--- src/rtl/pooling_max_unit.sv ---
// -----------------------------------------------------------------------------
// pooling_max_unit
//
// Max-pooling reducer for a serial float32 stream. Every KERNEL_SIZE*KERNEL_SIZE
// accepted samples form one window. The window maximum is presented on a
// registered valid/ready output.
//
// Optional build macro:
//   POOL_RELU_EN - when defined, a finished non-NaN result whose sign bit is set
//                  (including -0) is loaded into out_data as 32'h0000_0000.
//                  This fuses a ReLU into the output register.
//
// Ports:
//   clk        in   1           clock
//   rst_n      in   1           asynchronous active-low reset
//   clear      in   1           synchronous flush of the partial window and pending result
//   in_valid   in   1           in_data is valid this cycle
//   in_ready   out  1           block accepts in_data this cycle
//   in_data    in   DATA_WIDTH  float32 sample
//   out_valid  out  1           out_data holds a finished window maximum
//   out_ready  in   1           consumer takes out_data this cycle
//   out_data   out  DATA_WIDTH  window maximum (float32)
//   win_cnt    out  6           samples accumulated in the current window
//   nan_seen   out  1           sticky: a NaN was accepted since reset/clear
// -----------------------------------------------------------------------------
module pooling_max_unit #(
  parameter int DATA_WIDTH  = 32,
  parameter int KERNEL_SIZE = 2
) (
  input  logic                  clk,
  input  logic                  rst_n,
  input  logic                  clear,
  input  logic                  in_valid,
  output logic                  in_ready,
  input  logic [DATA_WIDTH-1:0] in_data,
  output logic                  out_valid,
  input  logic                  out_ready,
  output logic [DATA_WIDTH-1:0] out_data,
  output logic [5:0]            win_cnt,
  output logic                  nan_seen
);

  localparam int                  WIN_LEN  = KERNEL_SIZE * KERNEL_SIZE;
  localparam logic [5:0]          LAST_CNT = 6'(WIN_LEN - 1);
  localparam logic [DATA_WIDTH-1:0] CANON_NAN = DATA_WIDTH'(32'h7FC0_0000);

  // NaN: exponent all ones with a non-zero mantissa.
  function automatic logic is_nan(input logic [DATA_WIDTH-1:0] x);
    is_nan = (x[30:23] == 8'hFF) && (x[22:0] != 23'd0);
  endfunction

  // True when b is strictly greater than a in IEEE ordering (NaN excluded).
  // +0 and -0 are treated as equal, so a tie keeps the earlier operand a.
  function automatic logic b_wins(input logic [DATA_WIDTH-1:0] a,
                                  input logic [DATA_WIDTH-1:0] b);
    logic [30:0] mag_a;
    logic [30:0] mag_b;
    mag_a = a[30:0];
    mag_b = b[30:0];
    if ((mag_a == 31'd0) && (mag_b == 31'd0)) begin
      b_wins = 1'b0;
    end else if (a[31] != b[31]) begin
      b_wins = !b[31];
    end else if (!a[31]) begin
      b_wins = (mag_b > mag_a);
    end else begin
      b_wins = (mag_b < mag_a);
    end
  endfunction

  logic [5:0]            win_cnt_q,   win_cnt_d;
  logic [DATA_WIDTH-1:0] acc_q,       acc_d;
  logic                  win_nan_q,   win_nan_d;
  logic                  out_valid_q, out_valid_d;
  logic [DATA_WIDTH-1:0] out_data_q,  out_data_d;
  logic                  nan_seen_q,  nan_seen_d;

  logic                  in_ready_s;
  logic                  acc_s;
  logic                  is_last_s;
  logic                  in_nan_s;
  logic                  win_nan_any_s;
  logic [DATA_WIDTH-1:0] cand_max_s;
  logic [DATA_WIDTH-1:0] result_s;

  // Only the closing sample of a window stalls, and only while a result is still pending.
  assign is_last_s  = (win_cnt_q == LAST_CNT);
  assign in_ready_s = !(is_last_s && out_valid_q && !out_ready);
  assign acc_s      = in_valid && in_ready_s;

  // Datapath: running maximum candidate and the finished-window result.
  always_comb begin
    in_nan_s      = is_nan(in_data);
    win_nan_any_s = win_nan_q || in_nan_s;
    cand_max_s    = b_wins(acc_q, in_data) ? in_data : acc_q;
    result_s      = win_nan_any_s ? CANON_NAN : cand_max_s;
`ifdef POOL_RELU_EN
    if (!win_nan_any_s && result_s[DATA_WIDTH-1]) begin
      result_s = '0;
    end else begin
      result_s = result_s;
    end
`else
    result_s = result_s;
`endif
  end

  // Next-state logic for window counter, accumulator, flags and output register.
  always_comb begin
    win_cnt_d   = win_cnt_q;
    acc_d       = acc_q;
    win_nan_d   = win_nan_q;
    out_valid_d = out_valid_q;
    out_data_d  = out_data_q;
    nan_seen_d  = nan_seen_q;

    if (clear) begin
      // A flush discards the partial window, the pending result and any sample in flight.
      win_cnt_d   = 6'd0;
      acc_d       = '0;
      win_nan_d   = 1'b0;
      out_valid_d = 1'b0;
      nan_seen_d  = 1'b0;
    end else begin
      if (acc_s && in_nan_s) begin
        nan_seen_d = 1'b1;
      end else begin
        nan_seen_d = nan_seen_q;
      end

      if (acc_s) begin
        if (win_cnt_q == 6'd0) begin
          // First sample opens a new window and restarts its NaN tracking.
          acc_d     = in_data;
          win_nan_d = in_nan_s;
          win_cnt_d = 6'd1;
        end else if (!is_last_s) begin
          acc_d     = cand_max_s;
          win_nan_d = win_nan_any_s;
          win_cnt_d = win_cnt_q + 6'd1;
        end else begin
          win_nan_d = 1'b0;
          win_cnt_d = 6'd0;
        end
      end else begin
        win_cnt_d = win_cnt_q;
      end

      // A closing sample reloads the output even while the old result drains.
      if (acc_s && is_last_s) begin
        out_data_d  = result_s;
        out_valid_d = 1'b1;
      end else if (out_valid_q && out_ready) begin
        out_valid_d = 1'b0;
      end else begin
        out_valid_d = out_valid_q;
      end
    end
  end

  // State registers with asynchronous active-low reset.
  always_ff @(posedge clk or negedge rst_n) begin
    if (!rst_n) begin
      win_cnt_q   <= 6'd0;
      acc_q       <= '0;
      win_nan_q   <= 1'b0;
      out_valid_q <= 1'b0;
      out_data_q  <= '0;
      nan_seen_q  <= 1'b0;
    end else begin
      win_cnt_q   <= win_cnt_d;
      acc_q       <= acc_d;
      win_nan_q   <= win_nan_d;
      out_valid_q <= out_valid_d;
      out_data_q  <= out_data_d;
      nan_seen_q  <= nan_seen_d;
    end
  end

  assign in_ready  = in_ready_s;
  assign out_valid = out_valid_q;
  assign out_data  = out_data_q;
  assign win_cnt   = win_cnt_q;
  assign nan_seen  = nan_seen_q;

endmodule

--- config.mk ---
export PLATFORM = sky130hd
export DESIGN_NAME = pooling_max_unit
export DESIGN_NICKNAME = d
export VERILOG_FILES = /design/src/rtl/pooling_max_unit.sv
export SDC_FILE = /design/constraint.sdc
export NUM_CORES = 1
export LEC_CHECK = 0
export BUFFER_PORTS_ARGS = -buffer_cell sky130_fd_sc_hd__buf_2
export CORE_MARGIN = 1.5
export CORE_UTILIZATION = 59
export CTS_BUF_LIST = sky130_fd_sc_hd__clkbuf_4 sky130_fd_sc_hd__clkbuf_8
export DETAILED_ROUTE_END_ITERATION = 8
export PLACE_DENSITY = 0.81
export SKIP_CTS_REPAIR_TIMING = 1
export SYNTH_ARGS = -nofsm -noshare
export SYNTH_HDL_FRONTEND = slang
export SYNTH_SLANG_ARGS = --single-unit
--- constraint.sdc ---
create_clock -name clk -period 3.6 [get_ports clk]
set_input_delay 0.36 -clock clk [delete_from_list [all_inputs] [get_ports clk]]
set_output_delay 0.36 -clock clk [all_outputs]
set_load 0.005 [all_outputs]
Yosys cells after proc, flatten, opt, wreduce, memory -nomap -nowiden
Index checks and enable logic that the tools add are counted.
{ "classes": {"n_addsub": 1, "magnitude_cmp": 2, "n_eq_ne": 4, "n_mux": 22, "bitwise_logic": 1, "n_reduce_logical": 21} }
{ "ops": {"columns": ["operator", "n"], "rows": [
  ["32-bit two-way mux", 6],
  ["31-bit logical NOT", 2],
  ["31-bit greater-than comparator", 1],
  ["31-bit < comparator", 1],
  ["6-bit two-way mux", 4],
  ["23-bit nonzero test", 1],
  ["1-bit two-way mux", 12],
  ["8-bit equality test (second input constant)", 1],
  ["1-bit logical AND", 8],
  ["6-bit by 1-bit adder with 6-bit output (second input constant)", 1],
  ["6-bit by 2-bit equality test with 1-bit output (second input constant)", 1],
  ["6-bit logical NOT", 1],
  ["2-bit AND reduction", 2],
  ["2-bit nonzero test", 2],
  ["1-bit logical NOT", 3],
  ["3-bit by 2-bit inequality test with 1-bit output (second input constant)", 1],
  ["3-bit nonzero test", 1],
  ["1-bit logical OR", 1],
  ["1-bit inequality test", 1],
  ["1-bit inverter", 1]
]} }
{ "word_totals": {"ff_bits": 73, "input_bits": 37, "output_inout_bits": 41, "wordCells": 57} }

Logic depth before layout (Yosys ltp)
{ "logic_depth": {"ltp_word": 9, "ltp_mapped": 10, "mapped_depth_nobuf": 9} }

Least setup slack after synthesis
OpenSTA, ideal clock, no wires.
{ "synth_path": {"path_kind": "reg2reg", "startpoint": "register acc_q[22]", "endpoint": "register acc_q[0]", "setup_ns": 0.126, "arrival_time_ns": 2.383, "required_ns": 3.474, "setup_slack_ns": 1.092, "stages_incl_launch_ff": 11, "path_buffers": 1, "period_less_slack_ns": 2.508, "cell_sequence": "dfrtp_1 inv_1 ha_1 nand4_1 nor4_4 a21oi_1 o2bb2ai_1 a311oi_4 o21ai_2 buf_4 mux2i_1"} }
{ "synth_via": {"elab_chain_len": 9, "word_cells_on_any_way": 12, "classes_between": "2 x order compare; 8 x mux; 2 x reduce/logical"} }
{ "synth_lines": {"columns": ["element", "line_no", "rtl"], "rows": [
  ["start, declared", "72", "logic [DATA_WIDTH-1:0] acc_q, acc_d;"],
  ["start signal, assigned", "165", "acc_q <= '0;"],
  ["start signal, assigned", "172", "acc_q <= acc_d;"],
  ["31-bit greater-than comparator / 31-bit < comparator (equally long branches)", "65, 67", null],
  ["1-bit two-way mux", "64", "end else if (!a[31]) begin"],
  ["1-bit two-way mux", "62", "end else if (a[31] != b[31]) begin"],
  ["1-bit two-way mux *", "60", "if ((mag_a == 31'd0) && (mag_b == 31'd0)) begin"],
  ["32-bit two-way mux *", "95", "cand_max_s = b_wins(acc_q, in_data) ? in_data : acc_q;"],
  ["32-bit two-way mux *", "137", "end else if (!is_last_s) begin"],
  ["32-bit two-way mux *", "132", "if (win_cnt_q == 6'd0) begin"],
  ["32-bit two-way mux *", "131", "if (acc_s) begin"],
  ["32-bit two-way mux *", "117", "if (clear) begin"]
]} }
Every way passes the cells marked *; elsewhere a longest branch is shown, timed or not. The select of a mux whose other input is x is not followed.
A chain may end at the register's enable or synchronous reset.

Worst setup path after layout
{ "layout_path": {"startpoint": "register acc_q[6]", "endpoint": "register out_data_q[18], in the netlist out_data[18]"} }
{ "layout_via": {"elab_chain_len": 6, "word_cells_on_any_way": 9, "classes_between": "2 x order compare; 5 x mux; 2 x reduce/logical"} }
{ "layout_lines": {"columns": ["element", "line_no", "rtl"], "rows": [
  ["31-bit greater-than comparator / 31-bit < comparator (equally long branches)", "65, 67", null],
  ["1-bit two-way mux", "64", null],
  ["1-bit two-way mux", "62", null],
  ["1-bit two-way mux *", "60", null],
  ["32-bit two-way mux *", "95", null],
  ["32-bit two-way mux *", "96", "result_s = win_nan_any_s ? CANON_NAN : cand_max_s;"],
  ["end signal, assigned", "175", "out_data_q <= out_data_d;"],
  ["end, declared", "75", "logic [DATA_WIDTH-1:0] out_data_q, out_data_d;"]
]} }
Every way passes the cells marked *; elsewhere a longest branch is shown, timed or not.

==> flow_summary.yaml <==
hold_path:
  hold_class: "in -> reg"
  whs_path_depth: 3
  hold_end: "acc_q[21]"
  hold_start: "in_data[21]"
logic_synthesis:
  synthAdderAreaFrac_pct: 8.84
  synth_area_mm2: 0.00467
  synthArstFlopShare_pct: 100
  yosys.area_share.xor_xnor_pct: 0.188
  synthSimpleGateAreaFrac_pct: 26.8
  synth_cells: 522
  synth_top_family_by_area: "simple AND/OR/NAND/NOR gates"
  synth_seq_area_share_pct: 39.1
  yosys_warnings: 0
  ys_types: 40
  synth-seq-cells: 73
  avgSynthCellArea_um2: 8.94
  synth_nets: 592
  synth_compound_area_share_pct: 12.5
  synth_edf_count: 0
  synthMuxAreaShare_pct: 6.86
  synth_ff_type: "dfrtp_1"
routing:
  avgRoutedWirePerCell_um: 17.8
  drtIter0Drc: 393
  vias: 4350
  wirelength_um: 12500
  drc: 0
  final_antenna_net_count: 0
  via_per_inst: 6.21
  drt_first_pass_iters: 4
placement:
  gp_congestion: 0.937
  pre_cts_ws_ns: 0.355
  dpl.hpwl_um: 8860
  place_area_mm2: 0.00518
  dp.cells: 686
  io_buffers: 77
clock_network:
  cts_made_buffers: 9
  cts.sinks: 73
  root_buffer: "clkbuf_8"
  cts_tree: "built"
  clk_pin_slew_ns: 0.07
  cts_buffer_depth: 2
  h-tree-depth: 3
  clock_latency_ns: 0.34
timing:
  setup_ws_ns: 0.436
  worst_pin_slew_ns: 0.990
  finalCritPeriodShare_pct: 87.9
  slew_headroom_pct: 34.0
  finalSetupViolations: 0
  tns_ns: 0
  max_freq_mhz: 316
  hold_viol: 0
  rsz0062_at_grt: "false"
  skew_ns: 0.00764
  finalMaxSlewViolations: 0
  period_needed_ns: 3.16
floorplan:
  fp.coreArea_mm2: 0.00769
  die_width_um: 92.0
  die_y_um: 92.0
  dieArea_mm2: 0.00845
  initial_utilization_pct: 60.7
  rows: 32
  ioPinCount: 78
pwr:
  power_frac_clock_pct: 24.1
  switching_share_pct: 33.6
  p_leak_nw: 2.46
  combinationalPowerShare_pct: 29.8
  ir_worst_vdd_mv: 0.232
  p_sw_w: 0.000764
  power_density_mw_per_mm2: 425
  intPower_w: 0.00151
  seqPwrFrac_pct: 46.1
outcome:
  status: "finished, final reports clean"
final_layout:
  fin_area_mm2: 0.00535
  final_common_cell: "buf_2"
  nets: 666
  drive_gt1_share_pct: 18.6
  layout_common_cells: "buf_2, dfrtp_1, nand2b_1, nand2_1, inv_1"
  stdcell_count: 700
  n_antenna_cell: 0
  syn_to_final_growth_pct: 14.6
worst_setup_path:
  reg2reg_to: "out_data[18]"
  critPathArrivalTime_ns: 3.35
  startpoint: "acc_q[6]"
  crit_cells: 9
  r2r_cells: 9
  cp_top_family: "compound AO/OA/AOI/OAI gates"
  crit_buf_inv: 1
  startpoint_type: "register"
  slowest_stage: "o31ai_1"
  critical-path-max-stage-delay_ns: 0.76
  worstReg2RegStart: "acc_q[6]"
  path_cells: "inv_1 > ha_1 > nand4_1 > a21oi_1 > nor3_1 > o31ai_1 > a311oi_4 > nor2_2 > o211ai_1"
  crit_fanout: 18
  r2r_slack_ns: 0.44
  worstSetupPathType: "reg -> reg"
  crit_required_ns: 3.79
  end_kind: "register"
global_routing:
  grt_pass1_wl_um: 21200
  grt.total_usage_pct: 31.8
  antenna_found_initial: 0
  grt-ovfl-total: 0
  grt_start_max_net_pins: 75
  grt_pass1_vias: 4286
flow_run:
  maxCapViolCount: 0
[area by class of cell]
class	count	area, um2
Fill cell	657	2340
Inverter	37	139
Sequential cell	73	1830
Timing Repair Buffer	92	500
Clock inverter	1	5.00
Tap cell	102	128
Clock buffer	12	153
Multi-Input combinational cell	383	2600
[how the worst max path moves through the flow]
stage / endpoint / slack, ns
finish: out_data[18] / 0.44
CTS: out_data[6] / 0.41
floorplan: acc_q[0] / 1.09
global route: out_data[5] / 0.20
global placement: out_data[12] / 0.50
detailed placement: out_data[16] / 0.35
[power groups by stage]
stage	registers, W	logic [W]	clock network (W)
6_report	0.00105	0.000677	0.000548
5_1_grt	0.00106	0.000755	0.000596
4_1_cts	0.00105	0.000672	0.000561
3_5_place_dp	0.00106	0.000669	0
3_3_place_gp	0.00105	0.000639	0
2_1_floorplan	0.00105	0.000394	0
[state kept, by name, summed over array words and instances (netlist names)]
register,count
acc_q,32
out_data,32
win_cnt,6
nan_seen,1
out_valid,1
win_nan_q,1
[logic make-up after synthesis]
group	Yosys count
AO/OA/AOI/OAI	86
AND/OR/NAND/NOR	231
flip-flops	73
adder cells (fa/ha/maj)	33
multiplexers	32
XOR/XNOR	1
buffers and inverters	66
[synth_stat cells (18+ instances only)]
cell / number / area, um2
dfrtp_1: 73 / 1830
a21oi_1: 18 / 90.1
nand4_1: 33 / 206
ha_1: 33 / 413
nand3_1: 21 / 105
o211ai_1: 24 / 180
mux2i_1: 32 / 320
nand2b_1: 64 / 400
nor2_1: 21 / 78.8
nand2_1: 54 / 203
inv_1: 37 / 139
clkbuf_1: 22 / 82.6
[per-layer routing]
layer / vias to the layer above / track usage [%] / routed length [um] / share of wire, %
li1: 2014 / - / - / -
met1: 2109 / 41.4 / 5320 / 43
met2: 199 / 53.0 / 6070 / 49
met3: 28 / 4.73 / 780 / 6.3
met4: 0 / 12.8 / 280 / 2.2
met5: - / 0 / 0 / 0
[stage by stage]
stage          utilization [%]  power (W)  hold WS [ns]
6_report                  69.6    0.00227         0.309
5_1_grt                   69.6    0.00241         0.302
4_1_cts                   69.4    0.00228       -0.0608
3_5_place_dp              67.4    0.00173         0.312
3_3_place_gp              67.4    0.00169         0.313
2_1_floorplan                -    0.00144        0.0644
[worst min-delay path, stage by stage]
cell,delay (ns)
buf_2,0.13
nand2b_1,0.06
mux2i_1,0.06
Power figures use the tool's default switching activity.
